--- src/rtl/completion_bus_arbiter_pkg.sv ---
// Shared types and sizes for the completion bus arbiter.
// Optional feature macro used by the top: CDB_PERF_CNT_EN.
package cdb_pkg;

   localparam int NUM_REQ    = 4;
   localparam int ROBsize    = 32;
   localparam int ROBsizeLog = $clog2(ROBsize + 1);

   typedef logic [1:0] unit_idx_t;

   typedef struct packed {
      logic [ROBsizeLog-1:0] tag;
      logic [64:0]           val;
   } cdb_entry_t;

endpackage

--- src/rtl/completion_bus_arbiter_if.sv ---
// Request and broadcast bundle between the functional units and the arbiter.
interface completion_bus_arbiter_if;
   import cdb_pkg::*;

   logic [NUM_REQ-1:0]                 req_valid_i;
   logic [NUM_REQ-1:0][ROBsizeLog-1:0] req_tag_i;
   logic [NUM_REQ-1:0][64:0]           req_val_i;
   logic [NUM_REQ-1:0]                 req_ready_o;
   logic                               cdb_valid_o;
   logic [ROBsizeLog-1:0]              cdb_tag_o;
   logic [64:0]                        cdb_val_o;
   unit_idx_t                          cdb_src_o;

   modport master (
      output req_valid_i, req_tag_i, req_val_i,
      input  req_ready_o, cdb_valid_o, cdb_tag_o, cdb_val_o, cdb_src_o
   );

   modport slave (
      input  req_valid_i, req_tag_i, req_val_i,
      output req_ready_o, cdb_valid_o, cdb_tag_o, cdb_val_o, cdb_src_o
   );

endinterface

--- src/rtl/completion_bus_arbiter_rr_pick.sv ---
// Combinational rotate-priority selector: first valid entry at or above the pointer, wrapping.
module rr_pick
   import cdb_pkg::*;
(
   input  logic [NUM_REQ-1:0] i_hold_valid,
   input  unit_idx_t          i_rr_ptr,
   output logic [NUM_REQ-1:0] o_grant,
   output unit_idx_t          o_win,
   output logic               o_any
);

   unit_idx_t w_idx;

   // Index arithmetic relies on the 2-bit unit index wrapping at NUM_REQ = 4.
   always_comb begin
      o_any   = 1'b0;
      o_win   = i_rr_ptr;
      o_grant = '0;
      w_idx   = i_rr_ptr;
      for (int k = 0; k < NUM_REQ; k++) begin
         w_idx = i_rr_ptr + unit_idx_t'(k);
         if (!o_any && i_hold_valid[w_idx]) begin
            o_any = 1'b1;
            o_win = w_idx;
         end
      end
      if (o_any) o_grant[o_win] = 1'b1;
   end

endmodule

--- src/rtl/completion_bus_arbiter.sv ---
// Buffers one result per unit and broadcasts one per cycle, round-robin, onto the completion bus.
// CDB_PERF_CNT_EN adds broadcast and conflict-cycle counters.
module completion_bus_arbiter
   import cdb_pkg::*;
(
   input  logic                    clk_i,
   input  logic                    reset_i,
   input  logic                    flush_i,
   completion_bus_arbiter_if.slave bus,
   output logic                    err_tag0_o
`ifdef CDB_PERF_CNT_EN
   ,
   output logic [31:0]             perf_bcast_o,
   output logic [31:0]             perf_conflict_o
`endif
);

   logic [NUM_REQ-1:0]    r_hold_valid;
   cdb_entry_t            r_entry [NUM_REQ];
   unit_idx_t             r_rr_ptr;
   logic                  r_cdb_valid;
   logic [ROBsizeLog-1:0] r_cdb_tag;
   logic [64:0]           r_cdb_val;
   unit_idx_t             r_cdb_src;
   logic                  r_err_tag0;

   logic [NUM_REQ-1:0]    w_grant;
   unit_idx_t             w_win;
   logic                  w_any;
   logic [NUM_REQ-1:0]    w_ready;
   logic [NUM_REQ-1:0]    w_accept;
   logic [NUM_REQ-1:0]    w_tag_nz;
   logic [NUM_REQ-1:0]    w_load;
   logic [NUM_REQ-1:0]    w_hold_next;

   rr_pick u_rr_pick (
      .i_hold_valid (r_hold_valid),
      .i_rr_ptr     (r_rr_ptr),
      .o_grant      (w_grant),
      .o_win        (w_win),
      .o_any        (w_any)
   );

   // Tag 0 is accepted to keep the unit moving but never occupies an entry.
   always_comb begin
      w_tag_nz = '0;
      for (int i = 0; i < NUM_REQ; i++) w_tag_nz[i] = |bus.req_tag_i[i];
      w_ready     = {NUM_REQ{~flush_i}} & (~r_hold_valid | w_grant);
      w_accept    = bus.req_valid_i & w_ready;
      w_load      = w_accept & w_tag_nz;
      w_hold_next = {NUM_REQ{~flush_i}} & ((r_hold_valid & ~w_grant) | w_load);
   end

   always_ff @(posedge clk_i or negedge reset_i) begin
      if (!reset_i) begin
         r_hold_valid <= '0;
         for (int i = 0; i < NUM_REQ; i++) r_entry[i] <= '0;
         r_rr_ptr     <= '0;
         r_cdb_valid  <= 1'b0;
         r_cdb_tag    <= '0;
         r_cdb_val    <= '0;
         r_cdb_src    <= '0;
         r_err_tag0   <= 1'b0;
      end else begin
         for (int i = 0; i < NUM_REQ; i++) begin
            if (w_load[i]) begin
               r_entry[i].tag <= bus.req_tag_i[i];
               r_entry[i].val <= bus.req_val_i[i];
            end
         end
         r_hold_valid <= w_hold_next;
         if (|(w_accept & ~w_tag_nz)) r_err_tag0 <= 1'b1;
         if (flush_i) begin
            r_cdb_valid <= 1'b0;
            r_rr_ptr    <= '0;
         end else if (w_any) begin
            r_cdb_valid <= 1'b1;
            r_cdb_tag   <= r_entry[w_win].tag;
            r_cdb_val   <= r_entry[w_win].val;
            r_cdb_src   <= w_win;
            r_rr_ptr    <= w_win + 2'd1;
         end else begin
            r_cdb_valid <= 1'b0;
         end
      end
   end

`ifdef CDB_PERF_CNT_EN
   logic [31:0] r_perf_bcast;
   logic [31:0] r_perf_conflict;

   always_ff @(posedge clk_i or negedge reset_i) begin
      if (!reset_i) begin
         r_perf_bcast    <= '0;
         r_perf_conflict <= '0;
      end else begin
         if (w_any && !flush_i)         r_perf_bcast    <= r_perf_bcast + 32'd1;
         if ($countones(r_hold_valid) >= 2) r_perf_conflict <= r_perf_conflict + 32'd1;
      end
   end

   assign perf_bcast_o    = r_perf_bcast;
   assign perf_conflict_o = r_perf_conflict;
`endif

   assign bus.req_ready_o = w_ready;
   assign bus.cdb_valid_o = r_cdb_valid;
   assign bus.cdb_tag_o   = r_cdb_tag;
   assign bus.cdb_val_o   = r_cdb_val;
   assign bus.cdb_src_o   = r_cdb_src;
   assign err_tag0_o      = r_err_tag0;

endmodule
--- src/flat_wrapper.sv ---
// flat-port wrapper written by rule: the top's interface ports become plain ports
module completion_bus_arbiter_flat import cdb_pkg::*;
  (clk_i, reset_i, flush_i, err_tag0_o, bus_req_valid_i, bus_req_tag_i, bus_req_val_i, bus_req_ready_o, bus_cdb_valid_o, bus_cdb_tag_o, bus_cdb_val_o, bus_cdb_src_o);
  completion_bus_arbiter_if bus_i ();
  input  logic clk_i;
  input  logic reset_i;
  input  logic flush_i;
  output logic err_tag0_o;
  input wire logic [$bits(bus_i.req_valid_i)-1:0] bus_req_valid_i;
  input wire logic [$bits(bus_i.req_tag_i)-1:0] bus_req_tag_i;
  input wire logic [$bits(bus_i.req_val_i)-1:0] bus_req_val_i;
  output wire logic [$bits(bus_i.req_ready_o)-1:0] bus_req_ready_o;
  output wire logic [$bits(bus_i.cdb_valid_o)-1:0] bus_cdb_valid_o;
  output wire logic [$bits(bus_i.cdb_tag_o)-1:0] bus_cdb_tag_o;
  output wire logic [$bits(bus_i.cdb_val_o)-1:0] bus_cdb_val_o;
  output wire logic [$bits(bus_i.cdb_src_o)-1:0] bus_cdb_src_o;
  assign bus_i.req_valid_i = bus_req_valid_i;
  assign bus_i.req_tag_i = bus_req_tag_i;
  assign bus_i.req_val_i = bus_req_val_i;
  assign bus_req_ready_o = bus_i.req_ready_o;
  assign bus_cdb_valid_o = bus_i.cdb_valid_o;
  assign bus_cdb_tag_o = bus_i.cdb_tag_o;
  assign bus_cdb_val_o = bus_i.cdb_val_o;
  assign bus_cdb_src_o = bus_i.cdb_src_o;
  completion_bus_arbiter u_core (.clk_i(clk_i), .reset_i(reset_i), .flush_i(flush_i), .bus(bus_i), .err_tag0_o(err_tag0_o));
endmodule
--- config.mk ---
export PLATFORM = sky130hd
export DESIGN_NAME = completion_bus_arbiter_flat
export DESIGN_NICKNAME = d
export VERILOG_FILES = /design/src/rtl/completion_bus_arbiter_pkg.sv /design/src/rtl/completion_bus_arbiter_if.sv /design/src/rtl/completion_bus_arbiter_rr_pick.sv /design/src/rtl/completion_bus_arbiter.sv /design/src/flat_wrapper.sv
export SDC_FILE = /design/constraint.sdc
export NUM_CORES = 1
export LEC_CHECK = 0
export CAP_MARGIN = 20
export CORE_AREA = 5 5 202 204
export CTS_BUF_LIST = sky130_fd_sc_hd__clkbuf_4 sky130_fd_sc_hd__clkbuf_8 sky130_fd_sc_hd__clkbuf_16
export CTS_CLUSTER_DIAMETER = 30
export DETAILED_ROUTE_END_ITERATION = 6
export DIE_AREA = 0 0 207 209
export PLACE_DENSITY = 0.73
export SLEW_MARGIN = 0
export SYNTH_ARGS = -nofsm -noshare
export SYNTH_HDL_FRONTEND = slang
export SYNTH_SLANG_ARGS = --single-unit
--- constraint.sdc ---
create_clock -name clk_i -period 2 [get_ports clk_i]
set_input_delay 0.4 -clock clk_i [delete_from_list [all_inputs] [get_ports clk_i]]
set_output_delay 0.4 -clock clk_i [all_outputs]
set_load 0.01 [all_outputs]
==> flow_summary.json, run 1 <==
{
  "ys_seq_area_frac": 0.509,
  "drive_gt1_frac": 0.380,
  "netlist.area_leader.share": 0.509,
  "coreArea_um2": 39100,
  "die-area_um2": 43300,
  "vias": 17000,
  "relSlewSlack": 0.564,
  "synth.avg_cell_area_um2": 11.2,
  "synth-edff-count": 0,
  "dr.pass1.iters": 5,
  "syn_nets": 1897,
  "busiest_layer": "met2",
  "rsz0062_at_grt": "true",
  "grt_max_degree": 53,
  "async_flop_share": 1.00,
  "synthCells": 1606,
  "viasPerCell": 6.26,
  "area_growth_pct": 63.3,
  "fin_crit_ns": 2.32,
  "cp-start-kind": "flop",
  "whs_ns": 0.292,
  "cp_data_arrival_time_ns": 2.78,
  "finalCritPeriodShare": 1.16,
  "antenna_left": 0,
  "grt.met1_usage": 0.388,
  "yosys_warnings": 0,
  "drt_wl_total_um": 75500,
  "drcViolationCount": 0,
  "setup_viol": 286,
  "cap_violations": 0,
  "r2r_cells": 9,
  "crit_type": "reg2reg",
  "drv_slew": 0,
  "grt_use_met3": 0.0758,
  "grtUsageTotal": 0.311,
  "fin_ws_ns": -0.315,
  "port_buffers": 369,
  "end_kind": "flop",
  "synth_area_leaders": "dfrtp_1 (51%), mux2_2 (15%), a21oi_1 (3.8%), nand2b_1 (3.7%), o2111ai_1 (2.5%)",
  "grt_pass1_vias": 17500,
  "initialDrtViolationCount": 1504,
  "fp.dieH_um": 209,
  "hp-class": "in2reg",
  "start_util": 0.459,
  "core.rowCount": 73,
  "wl_per_cell_um": 27.8,
  "die_w_um": 207,
  "htree_levels": 3,
  "ys_ff_latch": 365,
  "cts_buffers": 87,
  "required_ns": 2.46,
  "io_pins": 370,
  "setup_tns_ns": -58.71,
  "path_clk_slew_ns": 0.04,
  "crit_fanout": 8,
  "grt_util_met2": 0.512,
  "outcome": "finished, violations left",
  "power_leakage_nw": 11.9,
  "ys.flop_type": "dfrtp_1",
  "place_ws_ns": -0.782,
  "clock_skew_ns": 0.0164,
  "hpwl_um": 42100,
  "layout.core_utilization": 0.749,
  "nets": 2402,
  "antenna_found_initial": 12,
  "synth_cell_types": 54,
  "fmax_mhz": 432,
  "cts_tree": "yes",
  "hold_violations": 0,
  "clock_latency_ns": 0.60,
  "root_buffer": "clkbuf_16",
  "violations": "negative setup slack",
  "max-clock-path-buffers": 3,
  "grt_overflow": 0,
  "syn-cell-area_um2": 17900,
  "hold_depth": 2,
  "synth.largest_area_cell": "dfrtp_1",
  "irDropWorstVdd_mv": 0.924,
  "worst_pin_slew_ns": 0.654,
  "p_per_area_nw_per_um2": 1120,
  "total_power_mw": 32.9,
  "grt_pass1_wl_um": 106000,
  "cts.sinks": 365,
  "gp_congestion": 0.835
}
worst max-delay path, stage by stage, from the launching register on:
cell,delay (ns)
dfrtp_1,0.44
buf_6,0.15
buf_6,0.12
a21oi_4,0.14
o21ai_4,0.08
a31oi_4,0.24
and3_4,0.33
buf_12,0.18
buf_16,0.17
mux2_4,0.32
worst paths after layout:
check,from,slack [ns],endpoint
max in group asynchronous,reset_i,0.91,u_core.r_entry[23]
setup / recovery,u_core.r_rr_ptr[0],-0.32,u_core.r_entry[106]
hold reg to reg,u_core.r_entry[160],0.51,u_core.r_entry[160]
setup reg to reg,u_core.r_rr_ptr[0],-0.32,u_core.r_entry[106]
hold / removal,bus_req_tag_i[2],0.29,u_core.r_entry[280]
min in group asynchronous,reset_i,0.37,u_core.bus.cdb_val_o[2]
cells in the mapped netlist (all sizes together), types with 3 or more instances:
| library cell | number |
|---|---|
| a21oi | 135 |
| a221oi | 21 |
| a2bb2oi | 3 |
| a31o | 50 |
| a41oi | 50 |
| and3 | 3 |
| buf | 62 |
| clkbuf | 93 |
| dfrtp | 365 |
| inv | 26 |
| mux2 | 277 |
| nand2 | 90 |
| nand2b | 105 |
| nand3 | 53 |
| nor2 | 80 |
| nor2b | 10 |
| nor3 | 3 |
| nor4 | 3 |
| o2111a | 21 |
| o2111ai | 51 |
| o211ai | 23 |
| o21ai | 33 |
| o311ai | 21 |
registers in the layout (all words and copies together) (netlist names):
name                    count
u_core.r_entry            284
u_core.bus.cdb_val_o       65
u_core.bus.cdb_tag_o        6
u_core.r_hold_valid         4
u_core.bus.cdb_src_o        2
u_core.r_rr_ptr             2
u_core.bus.cdb_valid_o      1
u_core.err_tag0_o           1
layout by cell type (no fill, tap or decap), types with 51 or more instances in the layout:
master,synthesis,layout
clkdlybuf4s50_1,0,363
dfrtp_1,365,361
mux2_2,245,145
mux2_4,0,132
a21oi_1,135,126
clkbuf_16,0,103
nand2b_1,105,96
nand2_1,90,88
buf_4,15,80
nor2_1,80,78
buf_12,0,64
o2111ai_1,51,51
logic make-up after synthesis:
logic type | synth area share
and+or+nand+nor | 0.0965
muxes | 0.174
DFF | 0.509
AOI/OAI and AO/OA | 0.176
buffers and inverters | 0.0447
metrics by stage:
step | cell area (µm²) | cells
2_1_floorplan | 17900 | 1606
3_3_place_gp | 23200 | 2475
3_5_place_dp | 23200 | 2475
4_1_cts | 27700 | 2673
5_1_grt | 29300 | 2713
6_report | 29300 | 2713
layer usage:
metal | vias to the layer above | wire length [µm]
met5 | - | 53
met4 | 8 | 4150
met3 | 275 | 6910
met2 | 1087 | 36100
met1 | 8597 | 28300
li1 | 7019 | -
report_power, final:
part,switching [mW],internal (mW)
sequential,1.17,8.89
clock,4.52,10.3
combinational,3.58,4.49
area by class of cell:
| cell class | instances | area [µm²] |
|---|---|---|
| Fill cell | 2460 | 9810 |
| Multi-Input combinational cell | 1059 | 9610 |
| Sequential cell | 365 | 9140 |
| Timing Repair Buffer | 571 | 6670 |
| Clock buffer | 114 | 2500 |
| Tap cell | 525 | 657 |
| Clock inverter | 44 | 586 |
| Inverter | 27 | 104 |
| Antenna cell | 8 | 20.0 |
repair_timing:
action | CTS | global route
buffers inserted | 28 | 19
gates cloned | 13 | 19
gates resized for setup | 207 | 201
setup endpoints to repair | 357 | 291
pin swaps | 18 | 88
hold buffers | 1 | 0
endpoints found under the hold margin | 41 | 0
Power figures use the tool's default switching activity.
==> run 2, diff against run 1 <==
--- a/config.mk
+++ b/config.mk
@@ -8,8 +8,8 @@
 export CAP_MARGIN = 20
-export CORE_AREA = 5 5 202 204
-export CTS_BUF_LIST = sky130_fd_sc_hd__clkbuf_4 sky130_fd_sc_hd__clkbuf_8 sky130_fd_sc_hd__clkbuf_16
+export CORE_AREA = 5 5 200 202
+export CTS_BUF_LIST = sky130_fd_sc_hd__clkbuf_4 sky130_fd_sc_hd__clkbuf_8
 export CTS_CLUSTER_DIAMETER = 30
 export DETAILED_ROUTE_END_ITERATION = 6
-export DIE_AREA = 0 0 207 209
-export PLACE_DENSITY = 0.73
+export DIE_AREA = 0 0 205 207
+export PLACE_DENSITY = 0.75
 export SLEW_MARGIN = 0
==> constraint.sdc (replaced) <==
create_clock -name clk_i -period 2 [get_ports clk_i]
set_input_delay 0.2 -clock clk_i [delete_from_list [all_inputs] [get_ports clk_i]]
set_output_delay 0.2 -clock clk_i [all_outputs]
set_load 0.01 [all_outputs]
==> run 2 against run 1 <==
The run still ends with negative setup slack left. Sequential cell count stayed put. Clock skew is 0.0059 ns higher. Design area is 0.25% lower. Die area is 1.9% lower. Critical path depth stayed put. Sequential power hardly changed. Highest routed layer unchanged.
==> flow_summary.json, run 2 (synthesis gave the netlist of run 1 again) <==
{
  "cts.sinks": 365,
  "setup_tns_ns": -59.84,
  "required_ns": 2.52,
  "die-area_um2": 42400,
  "path_clk_slew_ns": 0.06,
  "top_layer_used": "met5",
  "fin_crit_ns": 2.36,
  "coreArea_um2": 38100,
  "drive_gt1_frac": 0.403,
  "io_pins": 370,
  "fmax_mhz": 424,
  "finalNonFillerCells": 2735,
  "root_buffer": "clkbuf_8",
  "final_cell_mix": "clkdlybuf4s50_1 (364), dfrtp_1 (359), mux2_4 (186)",
  "drt_wl_total_um": 82100,
  "end_kind": "flop",
  "dp_cells": 2458,
  "hpwl_um": 41800,
  "grt_pass1_vias": 17800,
  "finalCritPeriodShare": 1.18,
  "drv_slew": 0,
  "max-clock-path-buffers": 3,
  "antenna_found_initial": 14,
  "slowest_delay_ns": 0.52,
  "wl_met1_um": 29400,
  "route.met3.wl_um": 8430,
  "htree_levels": 3,
  "relSlewSlack": 0.562,
  "layout.core_utilization": 0.767,
  "grt_max_degree": 79,
  "vias": 17700,
  "crit_path_cell_trace": "and2_4 > buf_6 > buf_6 > a222oi_1 > buf_4 > o21ai_4 > buf_6 > a221oi_4 > a21oi_2",
  "dr.pass1.iters": 6,
  "routed-wl-met2_um": 38000,
  "initialDrtViolationCount": 1744,
  "power_frac_clock": 0.360,
  "hold_violations": 0,
  "intPower_mw": 20.4,
  "setup_viol": 307,
  "critical_path_buf_inv_count": 4,
  "crit_top_cell": "buf_6",
  "die_w_um": 205,
  "grtUsageTotal": 0.325,
  "final_common_cell": "clkdlybuf4s50_1",
  "antenna_left": 0,
  "violations": "negative setup slack",
  "place_ws_ns": -0.686,
  "rsz0062_at_grt": "true",
  "fin_ws_ns": -0.356,
  "crit_fanout": 5,
  "regMostFlops": "u_core.r_entry",
  "p_sw_frac": 0.311,
  "nets": 2426,
  "clock_latency_ns": 0.66,
  "power_leakage_nw": 12.1,
  "viasPerCell": 6.47,
  "p_per_area_nw_per_um2": 1010,
  "gp_congestion": 0.862,
  "combPwrFrac": 0.296,
  "clock_skew_ns": 0.0223,
  "worst_pin_slew_ns": 0.658,
  "fp.dieH_um": 207,
  "port_buffers": 369,
  "start_util": 0.471,
  "p_seq_frac": 0.343,
  "drcViolationCount": 0,
  "grt_overflow": 0,
  "cts_tree": "yes",
  "outcome": "finished, violations left",
  "crit_slowest_cell": "dfrtp_4",
  "cts_buffers": 89,
  "core.rowCount": 72,
  "wl_per_cell_um": 30.0,
  "cp_data_arrival_time_ns": 2.88,
  "crit_type": "reg2reg",
  "cp-start-kind": "flop",
  "regToRegSetupSlack_ns": -0.36,
  "cap_violations": 0,
  "grt_pass1_wl_um": 107000,
  "switching_power_mw": 9.19,
  "area_growth_pct": 62.9,
  "hp-class": "in2async",
  "irDropWorstVdd_mv": 0.869,
  "largest_register_ff_count": 284,
  "whs_ns": 0.0684,
  "critPathTopFamily": "compound AO/OA/AOI/OAI gates"
}
## run 2: timing repair
item	in CTS	in global routing
cloned	21	28
hold buffers	1	0
buffers inserted	41	30
endpoints found under the hold margin	365	0
gates resized for setup	218	302
pin swaps	48	88
setup endpoints to repair	356	358
## run 2: power groups by stage
stage          clock network (mW)  registers, mW  logic [mW]
2_1_floorplan                   0           9.92        2.90
6_report                     10.7           10.2        8.76
3_3_place_gp                    0           9.91        6.18
4_1_cts                      10.6           9.92        7.29
3_5_place_dp                    0           9.97        6.35
5_1_grt                      11.1           10.3        9.13
## run 2: final timing paths
| check | from | endpoint | depth (start not counted) |
|---|---|---|---|
| max | u_core.r_rr_ptr[1] | u_core.bus.cdb_tag_o[4] | 9 |
| min | reset_i | u_core.r_entry[67] | 2 |
| max reg2reg | u_core.r_rr_ptr[1] | u_core.bus.cdb_tag_o[4] | 9 |
| min reg2reg | u_core.r_entry[168] | u_core.r_entry[168] | 1 |
| max in group asynchronous | reset_i | u_core.r_entry[8] | 3 |
| min in group clk_i | bus_req_val_i[84] | u_core.r_entry[161] | 2 |
## run 2: layout make-up
cell class              count  area (µm²)
inverters                  27         106
flip-flops and latches    365        9150
fillers                  2123        8890
well taps                 518         648
clock buffers             122        1590
diodes                      8        20.0
clock inverters            43         543
multi-input cells        1059       10100
repair buffers            593        7070
## run 2: per-layer routing
metal,track usage,vias up
met5,0,-
met3,0.0779,420
met1,0.405,8858
met4,0.158,12
met2,0.531,1351
li1,-,7055
## run 2: through the flow
step                area, µm²  power, mW
floorplan               17900       12.8
global route            29200       30.5
finish                  29200       29.6
detailed placement      23200       16.3
global placement        23200       16.1
CTS                     27200       27.8
## run 2: worst register-to-register path, cell delays in order, from the launching register on
cell	delay [ns]
dfrtp_4	0.52
and2_4	0.19
buf_6	0.12
buf_6	0.11
a222oi_1	0.34
buf_4	0.20
o21ai_4	0.13
buf_6	0.19
a221oi_4	0.32
a21oi_2	0.10
==> run 3, diff against run 2 <==
CTS_CLUSTER_SIZE = 20   (was unset)
==> run 3 against run 2 <==
The flow still finishes with violations (negative setup slack). Routed wire length grew 2.0%. Sequential share of layout area shrank 0.37 points. Register-to-register slack is essentially flat. Design area grew 1.2%. Maximum frequency grew 0.22%. Via count grew 0.87%. Utilization grew 0.91 points.
==> flow_summary.json, run 3 (synthesis gave the netlist of run 1 again) <==
{
  "cap_violations": 0,
  "root_buffer": "clkbuf_8",
  "grt_max_degree": 79,
  "cp-start-kind": "flop",
  "gp_congestion": 0.862,
  "regMostFlops": "u_core.r_entry",
  "r2r_cells": 10,
  "htree_levels": 3,
  "die-area_um2": 42400,
  "layout.core_utilization": 0.776,
  "drive_gt1_frac": 0.418,
  "crit_fanout": 8,
  "drt_wl_total_um": 83800,
  "grtUsageTotal": 0.326,
  "die_w_um": 205,
  "finalCritPeriodShare": 1.18,
  "start_util": 0.471,
  "coreArea_um2": 38100,
  "total_power_mw": 29.3,
  "relSlewSlack": 0.580,
  "fmax_mhz": 425,
  "nets": 2444,
  "setup_viol": 349,
  "hp-class": "in2async",
  "outcome": "finished, violations left",
  "grt_pass1_vias": 17800,
  "area_growth_pct": 64.8,
  "regToRegSetupSlack_ns": -0.35,
  "worst_pin_slew_ns": 0.630,
  "max-clock-path-buffers": 3,
  "grt_pass1_wl_um": 107000,
  "port_buffers": 369,
  "fin_ws_ns": -0.351,
  "required_ns": 2.52,
  "fp.dieH_um": 207,
  "cp_data_arrival_time_ns": 2.87,
  "antenna_found_initial": 16,
  "viasPerCell": 6.48,
  "hpwl_um": 41800,
  "reg2reg_to": "u_core.r_entry[140]",
  "end_kind": "flop",
  "final_common_cell": "clkdlybuf4s50_1",
  "irDropWorstVdd_mv": 0.701,
  "rsz0062_at_grt": "true",
  "path_clk_slew_ns": 0.06,
  "drv_slew": 0,
  "largest_register_ff_count": 284,
  "vias": 17900,
  "core.rowCount": 72,
  "grt_overflow": 0,
  "cts.sinks": 365,
  "p_per_area_nw_per_um2": 990,
  "initialDrtViolationCount": 1717,
  "clock_skew_ns": 0.0293,
  "dr.pass1.iters": 7,
  "fillers": 2121,
  "rr_startpoint": "u_core.r_rr_ptr[0]",
  "drcViolationCount": 0,
  "fin_crit_ns": 2.35,
  "cts_buffers": 89,
  "crit_type": "reg2reg",
  "antenna_left": 0,
  "wl_per_cell_um": 30.4,
  "final_cell_mix": "clkdlybuf4s50_1 (364), dfrtp_1 (359), mux2_4 (161)",
  "power_leakage_nw": 12.2,
  "clock_latency_ns": 0.66,
  "hold_violations": 0,
  "violations": "negative setup slack",
  "cts_tree": "yes",
  "io_pins": 370
}
## run 3: cell types whose count changed in the layout (fill, tap and decap cells not counted), moves of 7 or more
| cell | change |
|---|---|
| mux2_2 | +26 |
| mux2_4 | -25 |
| buf_12 | +8 |
| nand3_2 | +7 |
## run 3: report_power, final
part / switching [mW] / total (mW) / internal (mW)
sequential: 1.31 / 10.2 / 8.88
combinational: 3.93 / 8.87 / 4.94
clock: 4.07 / 10.2 / 6.13
total: 9.31 / 29.3 / 19.9
## run 3: how the worst max path moves through the flow
stage,from,slack (ns),cells past startpoint,endpoint
2_1_floorplan,u_core.r_hold_valid[2],0.01,8,u_core.r_entry[142]
3_3_place_gp,bus_req_tag_i[2],-0.67,7,u_core.r_entry[266]
3_5_place_dp,bus_req_tag_i[2],-0.69,7,u_core.r_entry[269]
4_1_cts,u_core.r_rr_ptr[0],-0.26,8,bus_req_ready_o[0]
5_1_grt,u_core.r_rr_ptr[0],-0.36,8,bus_req_ready_o[0]
6_report,u_core.r_rr_ptr[0],-0.35,10,u_core.r_entry[140]
## run 3: per-stage QoR
stage,hold slack [ns],worst slack (ns),cells,setup TNS [ns],instance area (µm²)
3_5_place_dp,0.134,-0.686,2458,-89.74,23200
5_1_grt,0.0887,-0.361,2751,-70.20,29600
2_1_floorplan,-0.0956,0.0147,1606,0,17900
4_1_cts,0.0505,-0.257,2690,-45.12,27300
3_3_place_gp,0.130,-0.674,2458,-78.51,23200
6_report,0.0645,-0.351,2754,-62.76,29600
## run 3: what timing repair did
item                       CTS  global route
pin swaps                   46           109
hold buffers                 1             0
setup buffers               45            40
setup endpoints to repair  356           359
hold endpoints to repair   365             0
resized for setup          229           301
cloned                      22            34
## run 3: worst max-delay path: stages (launching register included)
cell	delay, ns
dfrtp_2	0.44
buf_6	0.14
buf_6	0.11
nand2b_4	0.14
buf_6	0.12
a31oi_4	0.25
buf_6	0.13
and3_4	0.22
buf_12	0.15
clkbuf_16	0.20
mux2_4	0.31
## run 3: metal layers
metal | up-vias | wire length [µm] | GRT usage
li1 | 7093 | - | -
met2 | 1409 | 38100 | 0.531
met1 | 8908 | 30000 | 0.407
met4 | 8 | 6610 | 0.156
met3 | 432 | 9040 | 0.0798
met5 | - | 51 | 0
## run 3: layout make-up
cell class	count	area, µm²	share of cell area
antenna	9	22.5	0.000762
clock buffer	118	1540	0.0520
timing repair buffer	611	7400	0.250
clock inverter	47	498	0.0168
multi-input combinational	1059	10200	0.345
tap	518	648	0.0219
sequential	365	9150	0.309
inverter	27	104	0.00351
